`src/rtl/sd_spi_responder.sv`:
```
// SD card SPI-mode responder: frames host commands, models card init,
// and streams CMD17 single-block reads from a byte-wide memory port.
module sd_spi_responder #(
    parameter int INIT_POLLS = 2,
    parameter int NCR_BYTES  = 1,
    parameter int NAC_BYTES  = 1
) (
    input  logic        clk,
    input  logic        rst,
    input  logic        sclk,
    input  logic        cs_n,
    input  logic        mosi,
    output logic        miso,
    output logic        mem_rd,
    output logic [31:0] mem_blk,
    output logic [8:0]  mem_idx,
    input  logic [7:0]  mem_data,
    output logic        card_ready,
    output logic        cmd_valid,
    output logic [5:0]  cmd_index
);

    typedef enum logic [1:0] {
        HUNT, RX_CMD, TX, DISCARD
    } state_t;

    localparam logic [15:0] NCR   = 16'(NCR_BYTES);
    localparam logic [15:0] NAC   = 16'(NAC_BYTES);
    localparam logic [15:0] DLEN  = NAC + 16'd516;
    localparam logic [7:0]  POLLS = 8'(INIT_POLLS);

    state_t state, state_d;

    logic [2:0]  sclk_s;
    logic [1:0]  cs_s, mosi_s;
    logic        rise, fall, cs_hi, mosi_b;

    logic [39:0] rx_sh;
    logic [5:0]  rx_cnt;
    logic        frame_ok, accept;
    logic [5:0]  cmd;
    logic [31:0] arg;

    logic        idle, app, data_mode;
    logic [7:0]  poll;
    logic [39:0] resp_q;
    logic [15:0] tx_len;

    logic        idle_d, app_d, data_d, ready_d;
    logic [7:0]  poll_d, poll_inc, r1;
    logic [39:0] resp_d;
    logic [15:0] len_d;

    logic [15:0] k, r, nr;
    logic [2:0]  bit_cnt;
    logic        need_load, last, fetch;
    logic [7:0]  tx_sh, nb, mem_q;
    logic        mem_rd_q;

    assign rise   = sclk_s[1] & ~sclk_s[2];
    assign fall   = ~sclk_s[1] & sclk_s[2];
    assign cs_hi  = cs_s[1];
    assign mosi_b = mosi_s[1];

    // bits 47..8 of the frame sit in rx_sh; the CRC only gets counted
    assign cmd      = rx_sh[37:32];
    assign arg      = rx_sh[31:0];
    assign frame_ok = ~rx_sh[39] & rx_sh[38] & mosi_b;
    assign accept   = (state == RX_CMD) & rise & ~cs_hi
                    & (rx_cnt == 6'd47) & frame_ok;

    assign r1    = {7'b0, idle};
    assign r     = k - NCR;
    assign nr    = k + 16'd1 - NCR;
    assign last  = (k == tx_len - 16'd1);
    assign fetch = data_mode
                 && nr >= NAC + 16'd2
                 && nr <= NAC + 16'd513;

    // bring the async SPI pins into the clk domain
    always_ff @(posedge clk or negedge rst) begin
        if (!rst) begin
            sclk_s <= 3'b000;
            cs_s   <= 2'b11;
            mosi_s <= 2'b11;
        end else begin
            sclk_s <= {sclk_s[1:0], sclk};
            cs_s   <= {cs_s[0], cs_n};
            mosi_s <= {mosi_s[0], mosi};
        end
    end

    // state register
    always_ff @(posedge clk or negedge rst) begin
        if (!rst) state <= HUNT;
        else      state <= state_d;
    end

    // next state; a deselect overrides any simultaneous sclk edge
    always_comb begin
        state_d = state;
        if (cs_hi) begin
            state_d = DISCARD;
        end else begin
            case (state)
                HUNT:
                    if (rise && !mosi_b) state_d = RX_CMD;
                RX_CMD:
                    if (rise && rx_cnt == 6'd47)
                        state_d = frame_ok ? TX : HUNT;
                TX:
                    if (rise && bit_cnt == 3'd7 && last)
                        state_d = HUNT;
                default:
                    state_d = HUNT;
            endcase
        end
    end

    // command shifter: start bit seeds, then 39 more header bits
    always_ff @(posedge clk or negedge rst) begin
        if (!rst) begin
            rx_cnt <= '0;
            rx_sh  <= '0;
        end else if (!cs_hi && rise) begin
            if (state == HUNT && !mosi_b) begin
                rx_cnt <= 6'd1;
                rx_sh  <= '0;
            end else if (state == RX_CMD) begin
                rx_cnt <= rx_cnt + 6'd1;
                if (rx_cnt < 6'd40)
                    rx_sh <= {rx_sh[38:0], mosi_b};
            end
        end
    end

    // card model: response bytes and init-state updates
    always_comb begin
        idle_d   = idle;
        app_d    = 1'b0;
        poll_d   = poll;
        ready_d  = card_ready;
        data_d   = 1'b0;
        poll_inc = poll;
        len_d    = 16'd1;
        resp_d   = {r1 | 8'h04, 32'hFFFF_FFFF};
        case (cmd)
            6'd0: begin
                idle_d  = 1'b1;
                poll_d  = '0;
                ready_d = 1'b0;
                resp_d  = {8'h01, 32'hFFFF_FFFF};
            end
            6'd8: begin
                resp_d = {r1, 16'h0000,
                          4'h0, arg[11:8], arg[7:0]};
                len_d  = 16'd5;
            end
            6'd16: resp_d = {r1, 32'hFFFF_FFFF};
            6'd17: begin
                if (!idle) begin
                    resp_d = {8'h00, 32'hFFFF_FFFF};
                    data_d = 1'b1;
                    len_d  = DLEN;
                end
            end
            6'd41: begin
                if (app) begin
                    if (poll < POLLS) poll_inc = poll + 8'd1;
                    poll_d = poll_inc;
                    if (poll_inc >= POLLS) begin
                        idle_d  = 1'b0;
                        ready_d = 1'b1;
                    end
                    resp_d = {7'b0, idle_d, 32'hFFFF_FFFF};
                end
            end
            6'd55: begin
                resp_d = {r1, 32'hFFFF_FFFF};
                app_d  = 1'b1;
            end
            6'd58: begin
                resp_d = {r1, 32'hC0FF_8000};
                len_d  = 16'd5;
            end
            default: ;
        endcase
    end

    // card registers, committed once per accepted frame
    always_ff @(posedge clk or negedge rst) begin
        if (!rst) begin
            idle       <= 1'b1;
            app        <= 1'b0;
            poll       <= '0;
            card_ready <= 1'b0;
            cmd_valid  <= 1'b0;
            cmd_index  <= '0;
            resp_q     <= '1;
            tx_len     <= '0;
            data_mode  <= 1'b0;
            mem_blk    <= '0;
        end else begin
            cmd_valid <= accept;
            if (accept) begin
                idle       <= idle_d;
                app        <= app_d;
                poll       <= poll_d;
                card_ready <= ready_d;
                cmd_index  <= cmd;
                resp_q     <= resp_d;
                tx_len     <= NCR + len_d;
                data_mode  <= data_d;
                if (data_d) mem_blk <= arg;
            end
        end
    end

    // byte k of the outgoing stream
    always_comb begin
        nb = 8'hFF;
        if (k >= NCR) begin
            if (!data_mode) begin
                case (r)
                    16'd0: nb = resp_q[39:32];
                    16'd1: nb = resp_q[31:24];
                    16'd2: nb = resp_q[23:16];
                    16'd3: nb = resp_q[15:8];
                    16'd4: nb = resp_q[7:0];
                    default: nb = 8'hFF;
                endcase
            end else if (r == 16'd0) begin
                nb = resp_q[39:32];
            end else if (r <= NAC) begin
                nb = 8'hFF;
            end else if (r == NAC + 16'd1) begin
                nb = 8'hFE;
            end else if (r <= NAC + 16'd513) begin
                nb = mem_q;
            end
        end
    end

    // miso shifter and memory prefetch one byte ahead
    always_ff @(posedge clk or negedge rst) begin
        if (!rst) begin
            miso      <= 1'b1;
            k         <= '0;
            bit_cnt   <= '0;
            need_load <= 1'b0;
            tx_sh     <= '1;
            mem_rd    <= 1'b0;
            mem_rd_q  <= 1'b0;
            mem_idx   <= '0;
            mem_q     <= '0;
        end else begin
            mem_rd   <= 1'b0;
            mem_rd_q <= mem_rd;
            if (mem_rd_q) mem_q <= mem_data;
            if (accept) begin
                miso      <= 1'b1;
                k         <= '0;
                bit_cnt   <= '0;
                need_load <= 1'b1;
            end else if (cs_hi || state != TX) begin
                miso      <= 1'b1;
                need_load <= 1'b0;
            end else begin
                if (fall) begin
                    if (need_load) begin
                        miso      <= nb[7];
                        tx_sh     <= {nb[6:0], 1'b1};
                        need_load <= 1'b0;
                    end else begin
                        miso  <= tx_sh[7];
                        tx_sh <= {tx_sh[6:0], 1'b1};
                    end
                end
                if (rise) begin
                    bit_cnt <= bit_cnt + 3'd1;
                    if (bit_cnt == 3'd0 && fetch) begin
                        mem_rd  <= 1'b1;
                        mem_idx <= 9'(nr - NAC - 16'd2);
                    end
                    if (bit_cnt == 3'd7) begin
                        k         <= k + 16'd1;
                        need_load <= 1'b1;
                        if (last) miso <= 1'b1;
                    end
                end
            end
        end
    end

endmodule

```
`config.mk`:
```
export PLATFORM = sky130hd
export DESIGN_NAME = sd_spi_responder
export DESIGN_NICKNAME = d
export VERILOG_FILES = /design/src/rtl/sd_spi_responder.sv
export SDC_FILE = /design/constraint.sdc
export NUM_CORES = 1
export LEC_CHECK = 0
export ABC_AREA = 1
export CORE_UTILIZATION = 30
export DETAILED_ROUTE_END_ITERATION = 10
export HOLD_SLACK_MARGIN = 0.02
export SYNTH_ARGS = -nofsm -noshare
export SYNTH_HDL_FRONTEND = slang
export SYNTH_SLANG_ARGS = --single-unit
```
`constraint.sdc`:
```
create_clock -name clk -period 2.9 [get_ports clk]
set_clock_uncertainty 0.1 [all_clocks]
set_input_delay 0.725 -clock clk [delete_from_list [all_inputs] [get_ports clk]]
set_output_delay 0.725 -clock clk [all_outputs]
set_load 0.03 [all_outputs]
```
==> metrics.md <==
| Metric | Value |
|---|---|
| Status | completed |
| CP top delay family | simple AND/OR/NAND/NOR gates |
| Post-CTS setup buffers | 0 |
| Clk sinks | 172 |
| Vias in the first global route | 7257 |
| Critical path's slowest cell | dfrtp_1 |
| Routed Antenna Nets | 0 |
| Critical Path Sink Type | flop |
| Fin worst setup slack | 0.288 ns |
| Wire length per cell | 13.8 um |
| XOR/XNOR Fraction of Synth Area | 1.74% |
| Detailed Route WL | 22.1 mm |
| Cell with the most instances after synthesis | nand2_1 |
| Crit path max fanout | 7 |
| Area Overhead vs Synth | 20.9% |
| CP cell instances | buf_6 -> ha_2 -> nand2_2 -> nor2_4 -> nand2_2 -> nor2_2 -> nand2_1 -> o21ai_2 -> nand3_1 -> nor2_2 -> nand2_1 -> nor2_1 -> nand2_1 -> inv_2 -> nand3_4 -> inv_2 -> nand2_1 -> nand2_1 |
| Final GP Congestion | 0.871 |
| Buffers added on ports | 63 |
| RSZ-0062 raised after global routing | no |
| DRC errors left | 0 |
| Final min period | 2.61 ns |
| Synth top area share | 40.2% |
| R2r setup slk | 0.29 ns |
| CP most frequent cell | nand2_1 |
| Die Y | 174 um |
| Crit path launch type | flop |
| Final Max Slew Viols | 0 |
| Root buf cell | clkbuf_16 |
| Clock Path Buffers | 2 |
| Mux contribution to synthesized area | 0% |
| Yosys reg bits | 172 |
| WHS | 0.135 ns |
| CTS tree | yes |
| GRT Total Usage | 15.1% |
| Cell Pwr Density | 474 nW/um2 |
| Initial core utilization | 30.6% |
| Total number of vias | 7637 |
| Layout cells sized above 1 | 10.9% |
| Largest net degree at the start of global routing | 67 |
| Post-route cell area | 10700 um2 |
| Critical path arrival | 2.87 ns |
| Async S/R FF share, synth | 100% |
| Worst reg2reg endpoint | mem_idx[3]$_DFFE_PN0P_ |
| Yosys warnings | 0 |
| Final non-filler cell total | 1596 |
| Ant. Diodes | 0 |
| Combinational family with the most area after synthesis | simple AND/OR/NAND/NOR gates |
| Yosys top cell by area | dfrtp_1 |
| Post-Syn Nets | 1155 |
| Final Hold Vio Count | 0 |
| Detailed placer's ending HPWL | 15.8 mm |
| First DRT Iteration DRCs | 517 |
| Max VDD drop | 421 uV |
| Crit-path max cell delay | 0.37 ns |
| GRT overflow | 0 |
| Pwr Total | 5.07 mW |
| Post-Synthesis Cells | 1128 |
| Final TNS setup | 0 ns |
| Die area | 30100 um2 |
| Leading cell types by count after synthesis | 271 x nand2_1, 160 x inv_1, 142 x dfrtp_1 |
| Nets | 1226 |
| Rows | 62 |
| Worst r2r path cells | 18 |
| CP bufs+invs | 3 |
| Final Util | 37.0% |
| Post-synthesis sequential area ratio | 49.2% |
| Post-place instance area | 10000 um2 |
| Simple-gate share of the synthesized area | 25.2% |
| Clock Latency Late Sink | 0.43 ns |
| CTS buffer count | 17 |
| Hold Buf Count CTS | 0 |
| Max Fclk | 383 MHz |
| Initial antenna violation count | 0 |
| Worst hold-check path type | primary input to async pin |
| Dpl cells | 1563 |
| Post-Place Setup Slack | 0.127 ns |
| CTS resizes | 0 |
| H-tree lvl count | 4 |
| Worst slew margin | 61.5% |
| Syn avg cell area | 7.83 um2 |
| Vias per cell | 4.79 |
| Final setup fails | 0 |
| Fin crit share | 90.1% |
| Worst slew pin tran | 0.572 ns |
| Netlist cell types | 45 |
| EDFF count, synth | 0 |
| First-pass GRT wire length | 37.0 mm |
| Leak | 5.05 nW |
| Critical R2R Launch | k[1]$_DFFE_PN0P_ |
| Post-Synth Adder-Cell Area | 1.98% |
| Core area | 28900 um2 |
| Kind of critical path | flop to flop |
| Top post-synthesis cells by area | dfrtp_1 40%, nand2_1 12%, dfstp_2 8.9% |
| Top_reg_cell synth | dfrtp_1 |
| Maxcap violations | 0 |
| Die Span X | 174 um |
| Num ports | 64 |
| Compound-Gate Fraction of Synth Area | 12.8% |
| Drt first pass iters | 5 |
| CP required | 3.16 ns |
| Reg clk slew, reported paths | 0.07 ns |
| Post-Synthesis Cell Area | 8830 um2 |
-- layout make-up --
cell class	count	area, um2
clock buffer	17	425
clock inverter	15	174
fill	2962	18200
inverter	166	623
multi-input combinational	751	3750
sequential	172	4340
tap	384	480
timing repair buffer	91	883
-- worst max-delay path by stage --
stage / depth (start not counted) / slack, ns / to / start
5_1_grt: 18 / 0.02 / mem_idx[8]$_DFFE_PN0P_ / k[1]$_DFFE_PN0P_
3_3_place_gp: 18 / 0.19 / mem_idx[8]$_DFFE_PN0P_ / k[1]$_DFFE_PN0P_
4_1_cts: 18 / 0.1 / mem_idx[3]$_DFFE_PN0P_ / k[1]$_DFFE_PN0P_
2_1_floorplan: 16 / 0.37 / mem_idx[4]$_DFFE_PN0P_ / k[1]$_DFFE_PN0P_
3_5_place_dp: 18 / 0.13 / mem_idx[3]$_DFFE_PN0P_ / k[1]$_DFFE_PN0P_
6_report: 18 / 0.29 / mem_idx[3]$_DFFE_PN0P_ / k[1]$_DFFE_PN0P_
-- cells in the final DEF (no fill, tap or decap), types with 23 or more instances in the layout --
| cell type | count |
|---|---|
| o21ai_0 | 105 |
| dfrtp_1 | 141 |
| inv_1 | 159 |
| nand3_1 | 67 |
| buf_4 | 24 |
| a21oi_1 | 23 |
| nand4_1 | 26 |
| nand2_1 | 267 |
| dfstp_2 | 30 |
| clkdlybuf4s50_1 | 62 |
| o22ai_1 | 52 |
| nor2_1 | 108 |
-- flip-flops by register name (all words and copies together) (netlist names), 3 cells and up --
register,count
k,16
tx_sh,7
rx_sh,40
mem_blk,32
sclk_s,3
cmd_index,6
mem_q,8
mem_idx,9
resp_q,17
rx_cnt,6
poll,8
bit_cnt,3
-- power by group --
part	internal (mW)	leakage [nW]	switching [mW]
sequential	2.47	2.23	0.0363
combinational	0.0807	2.53	0.156
clock	1.23	0.289	1.09
total	3.79	5.05	1.28
-- metal layers --
layer / track usage, % / routed length, um / vias to the layer above / share of wire [%]
met5: 0 / 0 / - / 0
met4: 4.13 / 327 / 0 / 1.5
met3: 3.75 / 1390 / 20 / 6.3
met2: 24.1 / 10100 / 183 / 46
met1: 20.3 / 10300 / 3631 / 46
li1: - / - / 3803 / -
-- cell families (layout without fill, tap and decap cells) --
family / after synthesis / after routing
compound gates: 204 / 204
fa+ha+maj: 14 / 14
xor+xnor: 15 / 15
simple gates: 517 / 518
flops: 172 / 172
buf+inv: 206 / 289
(Power assumes the default switching activity.)
